File: src/rtl/mem_arb_pkg.sv
// rtl/mem_arb_pkg.sv - shared encodings for the memory port arbiter
package mem_arb_pkg;

   typedef enum logic [1:0] {
      ST_IDLE   = 2'd0,
      ST_ACCESS = 2'd1,
      ST_RESP   = 2'd2
   } state_e;

   typedef enum logic {
      OWN_CPU = 1'b0,
      OWN_DMA = 1'b1
   } owner_e;

endpackage

File: src/rtl/mem_arb_starve_ctr.sv
// rtl/mem_arb_starve_ctr.sv - saturating count of arbitrations lost by the DMA requester
module mem_arb_starve_ctr #(
   parameter  int MAX = 4,
   localparam int CW  = $clog2(MAX + 1)
) (
   input  logic clock,
   input  logic reset,
   input  logic inc,
   input  logic clr,
   output logic sat
);

   logic [CW-1:0] cnt_q;
   logic [CW-1:0] cnt_d;

   assign sat = (cnt_q == CW'(MAX));

   // Clear wins over increment; increment stops at MAX.
   always_comb begin
      cnt_d = cnt_q;
      if (clr) begin
         cnt_d = '0;
      end else if (inc && !sat) begin
         cnt_d = cnt_q + CW'(1);
      end
   end

   // Count register.
   always_ff @(posedge clock or posedge reset) begin
      if (reset) begin
         cnt_q <= '0;
      end else begin
         cnt_q <= cnt_d;
      end
   end

endmodule

File: src/rtl/mem_port_arbiter.sv
// rtl/mem_port_arbiter.sv - CPU/DMA arbiter onto one fixed-latency memory strobe port
module mem_port_arbiter
   import mem_arb_pkg::*;
#(
   parameter int ADDR_W     = 32,
   parameter int DATA_W     = 32,
   parameter int MEM_LAT    = 2,
   parameter int STARVE_MAX = 4
) (
   input  logic              clock,
   input  logic              reset,
   input  logic              cpu_req,
   input  logic              cpu_we,
   input  logic [ADDR_W-1:0] cpu_addr,
   input  logic [DATA_W-1:0] cpu_wdata,
   output logic              cpu_ack,
   output logic [DATA_W-1:0] cpu_rdata,
   input  logic              dma_req,
   input  logic              dma_we,
   input  logic [ADDR_W-1:0] dma_addr,
   input  logic [DATA_W-1:0] dma_wdata,
   output logic              dma_ack,
   output logic [DATA_W-1:0] dma_rdata,
   output logic              mem_read,
   output logic              mem_write,
   output logic [ADDR_W-1:0] mem_addr,
   output logic [DATA_W-1:0] mem_wdata,
   input  logic [DATA_W-1:0] mem_rdata,
   output logic              busy,
   output logic              owner
);

   localparam int              LAT_W    = (MEM_LAT > 1) ? $clog2(MEM_LAT) : 1;
   localparam logic [LAT_W-1:0] LAT_LOAD = LAT_W'(MEM_LAT - 1);

   state_e              state_q, state_d;
   logic [LAT_W-1:0]    lat_q, lat_d;
   owner_e              owner_q, owner_d;
   logic                we_q, we_d;
   logic [ADDR_W-1:0]   addr_q, addr_d;
   logic [DATA_W-1:0]   wdata_q, wdata_d;
   logic [DATA_W-1:0]   cpu_rdata_q, cpu_rdata_d;
   logic [DATA_W-1:0]   dma_rdata_q, dma_rdata_d;

   logic in_idle;
   logic any_req;
   logic grant_dma;
   logic starve_sat;
   logic starve_inc;
   logic starve_clr;

   assign in_idle   = (state_q == ST_IDLE);
   assign any_req   = cpu_req | dma_req;
   // CPU has priority unless DMA has lost STARVE_MAX arbitrations in a row.
   assign grant_dma = dma_req & (~cpu_req | starve_sat);

   // A lost arbitration is an idle decision where DMA asked but CPU won.
   assign starve_inc = in_idle & dma_req & ~grant_dma;
   assign starve_clr = in_idle & (~dma_req | grant_dma);

   mem_arb_starve_ctr #(
      .MAX (STARVE_MAX)
   ) u_starve (
      .clock (clock),
      .reset (reset),
      .inc   (starve_inc),
      .clr   (starve_clr),
      .sat   (starve_sat)
   );

   // Next-state, transaction latch and read-data capture.
   always_comb begin
      state_d     = state_q;
      lat_d       = lat_q;
      owner_d     = owner_q;
      we_d        = we_q;
      addr_d      = addr_q;
      wdata_d     = wdata_q;
      cpu_rdata_d = cpu_rdata_q;
      dma_rdata_d = dma_rdata_q;
      case (state_q)
         ST_IDLE: begin
            if (any_req) begin
               owner_d = grant_dma ? OWN_DMA : OWN_CPU;
               we_d    = grant_dma ? dma_we    : cpu_we;
               addr_d  = grant_dma ? dma_addr  : cpu_addr;
               wdata_d = grant_dma ? dma_wdata : cpu_wdata;
               lat_d   = LAT_LOAD;
               state_d = ST_ACCESS;
            end
         end
         ST_ACCESS: begin
            if (lat_q == '0) begin
               state_d = ST_RESP;
               if (!we_q) begin
                  if (owner_q == OWN_DMA) begin
                     dma_rdata_d = mem_rdata;
                  end else begin
                     cpu_rdata_d = mem_rdata;
                  end
               end
            end else begin
               lat_d = lat_q - LAT_W'(1);
            end
         end
         ST_RESP: begin
            state_d = ST_IDLE;
         end
         default: begin
            state_d = ST_IDLE;
         end
      endcase
   end

   // State and datapath registers; reset discards any in-flight transaction.
   always_ff @(posedge clock or posedge reset) begin
      if (reset) begin
         state_q     <= ST_IDLE;
         lat_q       <= '0;
         owner_q     <= OWN_CPU;
         we_q        <= 1'b0;
         addr_q      <= '0;
         wdata_q     <= '0;
         cpu_rdata_q <= '0;
         dma_rdata_q <= '0;
      end else begin
         state_q     <= state_d;
         lat_q       <= lat_d;
         owner_q     <= owner_d;
         we_q        <= we_d;
         addr_q      <= addr_d;
         wdata_q     <= wdata_d;
         cpu_rdata_q <= cpu_rdata_d;
         dma_rdata_q <= dma_rdata_d;
      end
   end

   assign mem_read  = (state_q == ST_ACCESS) & ~we_q;
   assign mem_write = (state_q == ST_ACCESS) &  we_q;
   assign mem_addr  = addr_q;
   assign mem_wdata = wdata_q;
   assign cpu_ack   = (state_q == ST_RESP) & (owner_q == OWN_CPU);
   assign dma_ack   = (state_q == ST_RESP) & (owner_q == OWN_DMA);
   assign cpu_rdata = cpu_rdata_q;
   assign dma_rdata = dma_rdata_q;
   assign busy      = (state_q == ST_ACCESS) | (state_q == ST_RESP);
   assign owner     = owner_q;

endmodule

File: config.mk
export PLATFORM = sky130hd
export DESIGN_NAME = mem_port_arbiter
export DESIGN_NICKNAME = d
export VERILOG_FILES = /design/src/rtl/mem_arb_pkg.sv /design/src/rtl/mem_arb_starve_ctr.sv /design/src/rtl/mem_port_arbiter.sv
export SDC_FILE = /design/constraint.sdc
export NUM_CORES = 1
export LEC_CHECK = 0
export BUFFER_PORTS_ARGS = -buffer_cell sky130_fd_sc_hd__buf_2
export CELL_PAD_IN_SITES_DETAIL_PLACEMENT = 0
export CELL_PAD_IN_SITES_GLOBAL_PLACEMENT = 1
export CORE_UTILIZATION = 35
export CTS_BUF_LIST = sky130_fd_sc_hd__clkbuf_16
export DETAILED_ROUTE_END_ITERATION = 6
export PLACE_DENSITY_LB_ADDON = 0.05
export REMOVE_ABC_BUFFERS = 1
export SLEW_MARGIN = 30
export SYNTH_ARGS = -nofsm -noshare
export SYNTH_HDL_FRONTEND = slang
export SYNTH_SLANG_ARGS = --single-unit
File: constraint.sdc
create_clock -name clock -period 10.4 [get_ports clock]
set_clock_uncertainty 0.2 [all_clocks]
set_input_delay 1.04 -clock clock [delete_from_list [all_inputs] [get_ports clock]]
set_output_delay 1.04 -clock clock [all_outputs]
set_load 0.005 [all_outputs]
==> results of run 1 <==
registers in the layout, indices dropped and copies added (netlist names):
signal / count
mem_addr: 32
u_starve.cnt_q: 3
we_q: 1
dma_rdata: 32
state_q: 2
cpu_rdata: 32
mem_wdata: 32
lat_q: 1
owner: 1
cells in the mapped netlist (3+ instances only):
cell type and number:
and2_1 3, buf_1 7, dfrtp_1 136, o211ai_1 65
mux2_1 10, buf_6 7, mux2_2 55, clkbuf_1 22
buf_2 11, o21a_1 4, nand2_1 132, nand4_1 65
ha_1 6, buf_4 3, inv_1 8
cell families after synthesis:
family,Yosys count,synth area share (%)
simple gates,208,16.3
fa+ha+maj,6,1.24
mux,65,12.0
compound gates,78,9.45
buf+inv,59,4.94
flops,136,56.0
report_power, final:
| part | internal [mW] | switching, mW | leakage (nW) | total (mW) |
|---|---|---|---|---|
| Sequential | 0.796 | 0.138 | 1.65 | 0.934 |
| Clock | 0.378 | 0.233 | 0.291 | 0.610 |
| Combinational | 0.468 | 0.533 | 2.05 | 1.00 |
| Total | 1.64 | 0.904 | 4.00 | 2.54 |
layer usage:
metal	vias to the layer above	GRT usage, %	part of all wire (%)
li1	2531	-	-
met2	225	35.7	49
met4	0	8.52	2.3
met5	-	0	0
met1	2606	25.2	41
met3	30	7.52	8.4
how the worst max path moves through the flow:
stage / slack [ns] / startpoint / endpoint
2_1_floorplan: 5.52 / reset / cpu_rdata[0]$_DFFE_PP0P_
3_3_place_gp: 7.01 / dma_req / mem_addr[1]$_DFFE_PP0P_
3_5_place_dp: 6.91 / dma_req / mem_wdata[21]$_DFFE_PP0P_
4_1_cts: 7.36 / dma_req / mem_wdata[21]$_DFFE_PP0P_
5_1_grt: 7.18 / dma_req / mem_addr[7]$_DFFE_PP0P_
6_report: 7.33 / dma_req / mem_wdata[21]$_DFFE_PP0P_
final cells by class:
| cell class | instances | area (um2) |
|---|---|---|
| Multi-Input combinational cell | 357 | 2390 |
| Antenna cell | 1 | 2.50 |
| Clock buffer | 17 | 425 |
| Sequential cell | 136 | 3400 |
| Clock inverter | 15 | 175 |
| Inverter | 8 | 35.0 |
| Timing Repair Buffer | 308 | 1570 |
| Tap cell | 220 | 275 |
| Fill cell | 1658 | 8480 |
worst max-delay path: cells and delay by family:
family                 cells  cell delay (ns)
AO/OA/AOI/OAI              2             0.69
buffers and inverters      3             1.26
AND/OR/NAND/NOR            1             0.11
per-stage QoR:
stage / std cells / worst slack (ns)
floorplan: 501 / 5.52
global placement: 1029 / 7.01
CTS: 1061 / 7.36
global route: 1061 / 7.18
finish: 1062 / 7.33
detailed placement: 1029 / 6.91
placed cells by master (no fill, tap or decap), drive strengths merged, types with 2 or more instances in the layout:
| cell type | instances |
|---|---|
| a21oi | 2 |
| and2 | 3 |
| buf | 308 |
| bufinv | 3 |
| clkbuf | 17 |
| clkinv | 5 |
| clkinvlp | 3 |
| dfrtp | 136 |
| ha | 6 |
| inv | 12 |
| mux2 | 65 |
| nand2 | 132 |
| nand4 | 65 |
| nor2b | 2 |
| nor3b | 2 |
| o211ai | 65 |
| o21a | 4 |
| o21ai | 3 |
| o22ai | 2 |
==> results.tsv, run 1 <==
stage	metric	value	unit
worst_setup_path	Worst path slowest cell	buf_4	
drt	post-DR vias/cell	5.08	
yosys	post-synth top area share	56.0	%
worst_setup_path	worst path cell trace	buf_2, buf_4, o21a_2, buf_4, nand2_1, o211ai_1	
clock_tree	clock latency on the worst-skew pair	0.40	ns
yosys	prevailing post-synth register cell	dfrtp_1	
yosys	ranking of synthesized cells by area	dfrtp_1, mux2_2, nand2_1	
clock_tree	Worst-path clk slew	0.06	ns
worst_setup_path	crit path capture type	register	
floorplan	Starting Density	36.3	%
sta	fin crit share	29.5	%
sta	worst relative slew slack	44.0	%
cells_and_area	cell area after layout	0.00828	mm2
yosys	Post-Synthesis Cell Area	0.00608	mm2
drt	1st-pass router iterations	4	
worst_setup_path	flop2flop setup slack	7.76	ns
global_route	Congestion Overflow GR	0	
global_route	vias in the first global route	5665	
sta	final hold vios	0	
yosys	Syn Inst Count	552	
drt	initial DRC count	191	
sta	Hold Slack	0.276	ns
worst_setup_path	critical path arrival	3.18	ns
global_route	initial antenna violation count	1	
drt	WL/cell	17.7	um
global_route	Global Route Usage Sum	21.4	%
global_route	first-pass GRT wire length	29.8	mm
clock_tree	Max clock buf depth	2	
min_path	min-delay src	dma_rdata[13]$_DFFE_PP0P_	
yosys	syn_area_per_cell	11.0	um2
sta	Slew Limit Fails	0	
power_and_ir_drop	Pwr per Cell Area	308	mW/mm2
min_path	Hold Path End	dma_rdata[13]$_DFFE_PP0P_	
floorplan	die span in x	134	um
floorplan	CORE AREA	0.0168	mm2
clock_tree	post-CTS setup buffers	0	
job	max_cap viols	0	
yosys	Seq cells post-synth	136	
clock_tree	Inserted Clock Buffers	17	
worst_setup_path	most used cell, CP	buf_4	
worst_setup_path	FF-to-FF End	mem_wdata[21]$_DFFE_PP0P_	
min_path	Hold WC Path Type	reg2reg	
cells_and_area	Final nets	1000	
sta	Worst Max-Slew Pin Slew	0.840	ns
power_and_ir_drop	maximum vdd drop	152	uV
global_route	largest net degree at the start of global routing	79	
sta	RSZ-0062 raised after global routing	false	
drt	remaining antenna violation count	0	
yosys	Yosys top cell by area	dfrtp_1	
drt	DRC violations left	0	
cells_and_area	fin util	49.4	%
power_and_ir_drop	Static Leak	4.00	nW
worst_setup_path	crit path launch type	input port	
yosys	register area share after synthesis	56.0	%
min_path	Hold Path Cell Cnt	1	
clock_tree	PostCTS Resize Cnt	0	
clock_tree	Sink Count	136	
drt	via count	5392	
placed_design	placed cell areas	0.00767	mm2
placed_design	PortBufs	299	
worst_setup_path	Crit Path Max Fanout	70	
yosys	Post-synth EDFFs	0	
placed_design	Final GP Congestion	0.763	
yosys	Async SR Flop Fraction	100	%
power_and_ir_drop	total power	2.54	mW
clock_tree	Root Buffer	clkbuf_16	
worst_setup_path	worst-case reg-to-reg path depth	7	
run_status	status	complete, no violations	
sta	achievable frequency	326	MHz
yosys	synth unique cells	30	
worst_setup_path	Worst R2R Start	state_q[0]$_DFFE_PP0P_	
sta	setup TNS	0	ns
floorplan	row count	47	
worst_setup_path	Worst Path Required	10.51	ns
cells_and_area	layout cell share with drive strength beyond 1	47.8	%
sta	post-route minimum period	3.07	ns
floorplan	die area	0.0179	mm2
placed_design	DPL Wire Length	12.6	mm
clock_tree	CTS HTree Levels	4	
sta	Final setup viols	0	
drt	final wirelength	18.8	mm
worst_setup_path	Worst Path Class, Setup	in2reg	
clock_tree	hold_buf cts	0	
worst_setup_path	CP peak stage delay	0.63	ns
yosys	Syn. warnings	0	
cells_and_area	Layout area overhead	36.1	%
clock_tree	CTS tree	done	
floorplan	Die H	134	um
floorplan	Ports	300	
Note: power is estimated with default switching activity, not from simulation.
==> inputs of run 2 (changes only) <==
--- a/config.mk
+++ b/config.mk
@@ -8,7 +8,7 @@
 export BUFFER_PORTS_ARGS = -buffer_cell sky130_fd_sc_hd__buf_2
 export CELL_PAD_IN_SITES_DETAIL_PLACEMENT = 0
 export CELL_PAD_IN_SITES_GLOBAL_PLACEMENT = 1
-export CORE_UTILIZATION = 35
+export CORE_UTILIZATION = 34
 export CTS_BUF_LIST = sky130_fd_sc_hd__clkbuf_16
 export DETAILED_ROUTE_END_ITERATION = 6
 export PLACE_DENSITY_LB_ADDON = 0.05
==> constraint.sdc (replaced) <==
create_clock -name clock -period 2.95 [get_ports clock]
set_clock_uncertainty 0.2 [all_clocks]
set_input_delay 0.295 -clock clock [delete_from_list [all_inputs] [get_ports clock]]
set_output_delay 0.295 -clock clock [all_outputs]
set_load 0.005 [all_outputs]
==> results.tsv, run 2 (same netlist as run 1, synthesis figures left out) <==
stage	metric	value	unit
clock_tree	Root Buffer	clkbuf_16	
worst_setup_path	worst path cell trace	inv_1, ha_2, o21a_2, buf_4, nand2_1, o211ai_1, dlygate4sd3_1	
worst_setup_path	Crit Path Max Fanout	22	
worst_setup_path	Worst Path Required	3.10	ns
clock_tree	Sink Count	136	
cells_and_area	combined area of the multi-input logic cells	0.00239	mm2
sta	Worst Max-Slew Pin Slew	0.790	ns
run_status	status	complete, no violations	
cells_and_area	n_diodes	0	
cells_and_area	most frequent cells in the layout	buf_2, dlygate4sd3_1, dfrtp_1	
cells_and_area	Final nets	1169	
sta	fin crit share	89.3	%
placed_design	placed cell areas	0.00778	mm2
worst_setup_path	crit path buf inv count	3	
cells_and_area	commonest non-fill, non-tap cell in the layout	buf_2	
floorplan	die span in x	136	um
floorplan	CORE AREA	0.0174	mm2
cells_and_area	cell area after layout	0.0100	mm2
sta	Slew Limit Fails	0	
global_route	first-pass GRT wire length	33.2	mm
job	max_cap viols	0	
clock_tree	Max clock buf depth	2	
worst_setup_path	crit path capture type	register	
global_route	Global Route Usage Sum	23.3	%
worst_setup_path	Worst path slowest cell	dlygate4sd3_1	
floorplan	Starting Density	35.0	%
cells_and_area	layout cell share with drive strength beyond 1	40.4	%
cells_and_area	Layout fillers	1518	
global_route	initial antenna violation count	1	
drt	initial DRC count	213	
worst_setup_path	cell family with most CP delay	buffers and inverters	
clock_tree	CTS HTree Levels	4	
clock_tree	Inserted Clock Buffers	17	
worst_setup_path	beginning of the critical path	state_q[0]$_DFFE_PP0P_	
clock_tree	Worst-path clk slew	0.06	ns
worst_setup_path	Worst R2R Start	state_q[0]$_DFFE_PP0P_	
sta	post-route minimum period	2.64	ns
sta	Hold Slack	0.0846	ns
sta	achievable frequency	379	MHz
min_path	min-delay src	cpu_req	
drt	final wirelength	20.9	mm
worst_setup_path	CP peak stage delay	0.58	ns
power_and_ir_drop	total power	10.1	mW
cells_and_area	register area	0.00340	mm2
worst_setup_path	critical path arrival	2.78	ns
clock_tree	clock latency on the worst-skew pair	0.41	ns
power_and_ir_drop	Pwr per Cell Area	1010	mW/mm2
drt	post-DR vias/cell	4.94	
worst_setup_path	Worst Path Class, Setup	reg2reg	
min_path	Hold WC Path Type	in2reg	
clock_tree	CTS tree	done	
global_route	largest net degree at the start of global routing	67	
global_route	vias in the first global route	6474	
sta	Final setup viols	0	
drt	DRC violations left	0	
placed_design	DPL Wire Length	13.4	mm
sta	worst relative slew slack	47.3	%
floorplan	Ports	300	
drt	WL/cell	16.9	um
placed_design	PortBufs	299	
worst_setup_path	crit path launch type	register	
global_route	Congestion Overflow GR	0	
sta	RSZ-0062 raised after global routing	false	
power_and_ir_drop	Static Leak	4.77	nW
sta	final hold vios	0	
drt	1st-pass router iterations	5	
drt	remaining antenna violation count	0	
drt	via count	6104	
floorplan	row count	48	
cells_and_area	Layout area overhead	64.9	%
floorplan	die area	0.0184	mm2
placed_design	Final GP Congestion	0.750	
power_and_ir_drop	maximum vdd drop	475	uV
floorplan	Die H	136	um
## run 2: changes by cell type in the layout (fill, tap and decap cells not counted), moves of 2 or more
cell           previous run  this run
clkinv_2                  3         0
buf_12                    0         3
buf_4                     8        11
inv_8                     0         2
dlygate4sd3_1             0       163
## run 2: metrics by stage
| stage | cells | utilization (%) | TNS, ns | setup WS [ns] |
|---|---|---|---|---|
| after floorplan | 501 | - | -236.76 | -1.18 |
| after global placement | 1039 | 44.7 | 0 | 0.788 |
| after detailed placement | 1040 | 44.8 | 0 | 0.708 |
| after CTS | 1235 | 57.8 | 0 | 0.280 |
| after global routing | 1235 | 57.8 | 0 | 0.142 |
| final | 1235 | 57.8 | 0 | 0.315 |
## run 2: final timing paths
check                                             to  depth (start not counted)  slack, ns
hold reg to reg             dma_rdata[6]$_DFFE_PP0P_                          1       0.28
setup / recovery             mem_addr[9]$_DFFE_PP0P_                          7       0.31
max in group asynchronous  cpu_rdata[31]$_DFFE_PP0P_                          4       1.44
min in group asynchronous    mem_addr[9]$_DFFE_PP0P_                          3       0.30
hold / removal                     lat_q$_DFFE_PP0P_                          4       0.08
setup reg to reg             mem_addr[9]$_DFFE_PP0P_                          7       0.31
## run 2: tightest hold or removal path, cell delays in order
cell and delay, ns:
buf_2 0.13, nor3b_1 0.11, inv_1 0.06, a21oi_1 0.05
## run 2: power by group
group / leakage (nW) / internal, mW / switching (mW)
logic: 2.83 / 2.53 / 2.11
clock network: 0.292 / 1.35 / 0.855
registers: 1.65 / 2.80 / 0.484
## run 2: final cells by class
| class | count | share of cell area, % |
|---|---|---|
| clock buffers | 17 | 4.24 |
| clock inverters | 15 | 1.91 |
| inverters | 8 | 0.349 |
| multi-input cells | 357 | 23.8 |
| flip-flops and latches | 136 | 33.9 |
| well taps | 225 | 2.81 |
| repair buffers | 477 | 32.9 |
## run 2: metal layers
layer	share of wire, %	up-vias	global-route usage, %
li1	-	2882	-
met1	41	2950	27.4
met2	50	236	40.7
met3	6.9	34	5.80
met4	2.1	2	9.05
met5	0.062	-	0
## run 2: repair_timing
action	4_1_cts	5_1_grt
endpoints found under the hold margin	184	0
hold buffers	163	0
gates resized for setup	0	0
setup buffers	0	0
==> inputs of run 3 (changes only) <==
--- a/config.mk
+++ b/config.mk
@@ -5,14 +5,13 @@
 export SDC_FILE = /design/constraint.sdc
 export NUM_CORES = 1
 export LEC_CHECK = 0
-export BUFFER_PORTS_ARGS = -buffer_cell sky130_fd_sc_hd__buf_2
 export CELL_PAD_IN_SITES_DETAIL_PLACEMENT = 0
 export CELL_PAD_IN_SITES_GLOBAL_PLACEMENT = 1
-export CORE_UTILIZATION = 34
+export CORE_UTILIZATION = 35
 export CTS_BUF_LIST = sky130_fd_sc_hd__clkbuf_16
 export DETAILED_ROUTE_END_ITERATION = 6
+export DONT_BUFFER_PORTS = 1
 export PLACE_DENSITY_LB_ADDON = 0.05
-export REMOVE_ABC_BUFFERS = 1
 export SLEW_MARGIN = 30
 export SYNTH_ARGS = -nofsm -noshare
 export SYNTH_HDL_FRONTEND = slang
==> results.tsv, run 3 <==
stage	metric	value	unit
yosys	Syn Nets	724	
placed_design	placed cell areas	0.00623	mm2
placed_design	Final GP Congestion	0.726	
clock_tree	Sink Count	136	
yosys	Post-synth top cells	dfrtp_1, nand2_1, nand4_1, o211ai_1, mux2_2	
yosys	Yosys top cell by area	dfrtp_1	
floorplan	Ports	300	
clock_tree	Max clock buf depth	2	
yosys	Syn. warnings	0	
yosys	syn_area_per_cell	11.0	um2
clock_tree	CTS HTree Levels	4	
yosys	Seq cells post-synth	136	
run_status	status	stopped before the end	
yosys	most instantiated library cell after synthesis	dfrtp_1	
clock_tree	Inserted Clock Buffers	17	
yosys	Async SR Flop Fraction	100	%
yosys	Post-Synthesis Cell Area	0.00608	mm2
clock_tree	PostCTS Resize Cnt	0	
placed_design	PortBufs	0	
yosys	synth unique cells	30	
yosys	ranking of synthesized cells by area	dfrtp_1, mux2_2, nand2_1	
floorplan	Die H	134	um
clock_tree	post-CTS setup buffers	0	
clock_tree	Root Buffer	clkbuf_16	
yosys	prevailing post-synth register cell	dfrtp_1	
clock_tree	hold_buf cts	154	
run_status	stage reached	clock tree synthesis (4_1_cts)	
placed_design	DPL Wire Length	11.5	mm
run_status	First Err	[ERROR RSZ-0060] Max buffer count reached.	
floorplan	row count	47	
yosys	Post-synth EDFFs	0	
floorplan	Starting Density	36.3	%
yosys	register area share after synthesis	56.0	%
yosys	Syn Inst Count	552	
floorplan	die span in x	134	um
yosys	post-synth top area share	56.0	%
==> run 3: cell counts after synthesis <==
No cell type changed its count.
==> run 3: cell families after synthesis <==
group	share of synthesized area [%]
flip-flops	56.0
multiplexers	12.0
AND/OR/NAND/NOR	16.3
adder cells (fa/ha/maj)	1.24
buffers and inverters	4.94
AO/OA/AOI/OAI	9.45
==> run 3: through the flow <==
stage | hold slack [ns] | instances | worst slack [ns]
3_5_place_dp | 0.151 | 733 | 0.499
3_3_place_gp | 0.149 | 733 | 0.566
2_1_floorplan | 0.230 | 552 | 0.762
==> inputs of run 4 (changes only) <==
==> config.mk (replaced) <==
export PLATFORM = sky130hd
export DESIGN_NAME = mem_port_arbiter
export DESIGN_NICKNAME = d
export VERILOG_FILES = /design/src/rtl/mem_arb_pkg.sv /design/src/rtl/mem_arb_starve_ctr.sv /design/src/rtl/mem_port_arbiter.sv
export SDC_FILE = /design/constraint.sdc
export NUM_CORES = 1
export LEC_CHECK = 0
export CORE_UTILIZATION = 20
export DETAILED_ROUTE_END_ITERATION = 6
export DONT_BUFFER_PORTS = 1
export PLACE_DENSITY_LB_ADDON = 0.15
export SLEW_MARGIN = 30
export SYNTH_ARGS = -nofsm -noshare
export SYNTH_HDL_FRONTEND = slang
export SYNTH_SLANG_ARGS = --single-unit
==> results.tsv, run 4 (same netlist as run 1, synthesis figures left out) <==
stage	metric	value	unit
worst_setup_path	crit path launch type	register	
sta	setup TNS	0	ns
placed_design	PortBufs	0	
power_and_ir_drop	combinational share of power	34.4	%
worst_setup_path	Crit Path Max Fanout	66	
drt	remaining antenna violation count	0	
floorplan	Die H	176	um
global_route	Global Route Usage Sum	12.3	%
clock_tree	Root Buffer	clkbuf_16	
global_route	vias in the first global route	5294	
drt	via count	4948	
clock_tree	CTS HTree Levels	4	
drt	1st-pass router iterations	4	
clock_tree	Inserted Clock Buffers	17	
floorplan	die span in x	176	um
sta	fin crit share	94.5	%
power_and_ir_drop	switching power	3.14	mW
clock_tree	post-CTS setup buffers	0	
job	max_cap viols	0	
clock_tree	Worst-path clk slew	0.06	ns
floorplan	row count	63	
cells_and_area	most frequent cells in the layout	dlygate4sd3_1, dfrtp_1, nand2_1	
drt	final wirelength	19.4	mm
sta	final hold vios	0	
min_path	Hold WC Path Type	in2reg	
cells_and_area	layout cell share with drive strength beyond 1	14.8	%
floorplan	die area	0.0311	mm2
sta	achievable frequency	359	MHz
cells_and_area	n_diodes	0	
power_and_ir_drop	Int Pwr	5.83	mW
global_route	first-pass GRT wire length	29.2	mm
drt	DRC violations left	0	
sta	RSZ-0062 raised after global routing	false	
cells_and_area	Layout area overhead	43.8	%
sta	post-route minimum period	2.79	ns
worst_setup_path	Worst Path Required	3.04	ns
yosys	Syn Nets	724	
worst_setup_path	crit path capture type	register	
worst_setup_path	Worst Path Class, Setup	reg2reg	
drt	post-DR vias/cell	4.48	
floorplan	Starting Density	20.4	%
clock_tree	CTS tree	done	
worst_setup_path	critical path arrival	2.88	ns
power_and_ir_drop	Static Leak	3.54	nW
clock_tree	Max clock buf depth	2	
clock_tree	hold_buf cts	168	
sta	worst relative slew slack	48.8	%
power_and_ir_drop	maximum vdd drop	449	uV
power_and_ir_drop	clock power share	25.2	%
cells_and_area	Layout fillers	3077	
floorplan	CORE AREA	0.0298	mm2
clock_tree	PostCTS Resize Cnt	0	
clock_tree	Sink Count	136	
run_status	status	complete, no violations	
power_and_ir_drop	Reg power frac	40.4	%
clock_tree	clock latency on the worst-skew pair	0.41	ns
floorplan	Ports	300	
sta	Hold Slack	0.0526	ns
placed_design	Final GP Congestion	0.762	
drt	WL/cell	17.6	um
global_route	Congestion Overflow GR	0	
global_route	initial antenna violation count	0	
sta	Slew Limit Fails	0	
sta	Final setup viols	0	
placed_design	DPL Wire Length	12.6	mm
cells_and_area	Final nets	874	
global_route	largest net degree at the start of global routing	73	
cells_and_area	commonest non-fill, non-tap cell in the layout	dlygate4sd3_1	
power_and_ir_drop	switching share of power	35.0	%
sta	Worst Max-Slew Pin Slew	0.768	ns
drt	initial DRC count	191	
power_and_ir_drop	Pwr per Cell Area	1030	mW/mm2
run 4: area by class of cell:
cell class	count	area (um2)	area share [%]
clock buffers	21	450	5.15
clock inverters	10	168	1.92
inverters	8	33.8	0.386
multi-input cells	357	2390	27.4
flip-flops and latches	136	3400	38.9
well taps	390	488	5.58
repair buffers	182	1810	20.7
run 4: critical path, cell delays in order (launching register included):
cell and delay (ns):
dfrtp_1 0.38, inv_1 0.12, ha_2 0.28, buf_4 0.35, o21ai_4 0.08, buf_4 0.37
nand2_1 0.18, o211ai_1 0.10, dlygate4sd3_1 0.59
run 4: power by group through the flow:
stage	registers (mW)	clock network, mW	logic [mW]
floorplan	3.37	0	1.97
global placement	3.69	0	2.34
global route	3.77	2.44	3.41
finish	3.63	2.26	3.08
detailed placement	3.68	0	2.46
CTS	3.65	2.37	3.08
run 4: final timing paths:
kind / start / to / slack, ns / depth (start not counted)
setup / recovery: state_q[1]$_DFFE_PP0P_ / mem_addr[27]$_DFFE_PP0P_ / 0.16 / 8
hold / removal: dma_req / state_q[1]$_DFFE_PP0P_ / 0.05 / 3
setup reg to reg: state_q[1]$_DFFE_PP0P_ / mem_addr[27]$_DFFE_PP0P_ / 0.16 / 8
hold reg to reg: cpu_rdata[25]$_DFFE_PP0P_ / cpu_rdata[25]$_DFFE_PP0P_ / 0.31 / 1
max in group asynchronous: reset / mem_addr[15]$_DFFE_PP0P_ / 1.48 / 3
min in group asynchronous: reset / mem_wdata[5]$_DFFE_PP0P_ / 0.26 / 2
run 4: metrics by stage:
step	utilization [%]	power, mW	std cells	area (um2)	setup WS [ns]
4_1_cts	29.4	9.11	1104	8750	0.148
3_5_place_dp	21.6	6.14	905	6450	0.501
5_1_grt	29.3	9.62	1104	8740	0.00954
3_3_place_gp	21.6	6.03	905	6450	0.553
2_1_floorplan	-	5.34	552	6080	0.762
6_report	29.3	8.97	1104	8740	0.163
run 4: layer usage:
layer / vias to the layer above / share of wire [%] / global-route usage [%]
met5: - / 0 / 0
met2: 203 / 51 / 21.9
met1: 2462 / 40 / 13.5
met3: 15 / 8.4 / 4.31
met4: 0 / 1.3 / 4.06
li1: 2268 / - / -
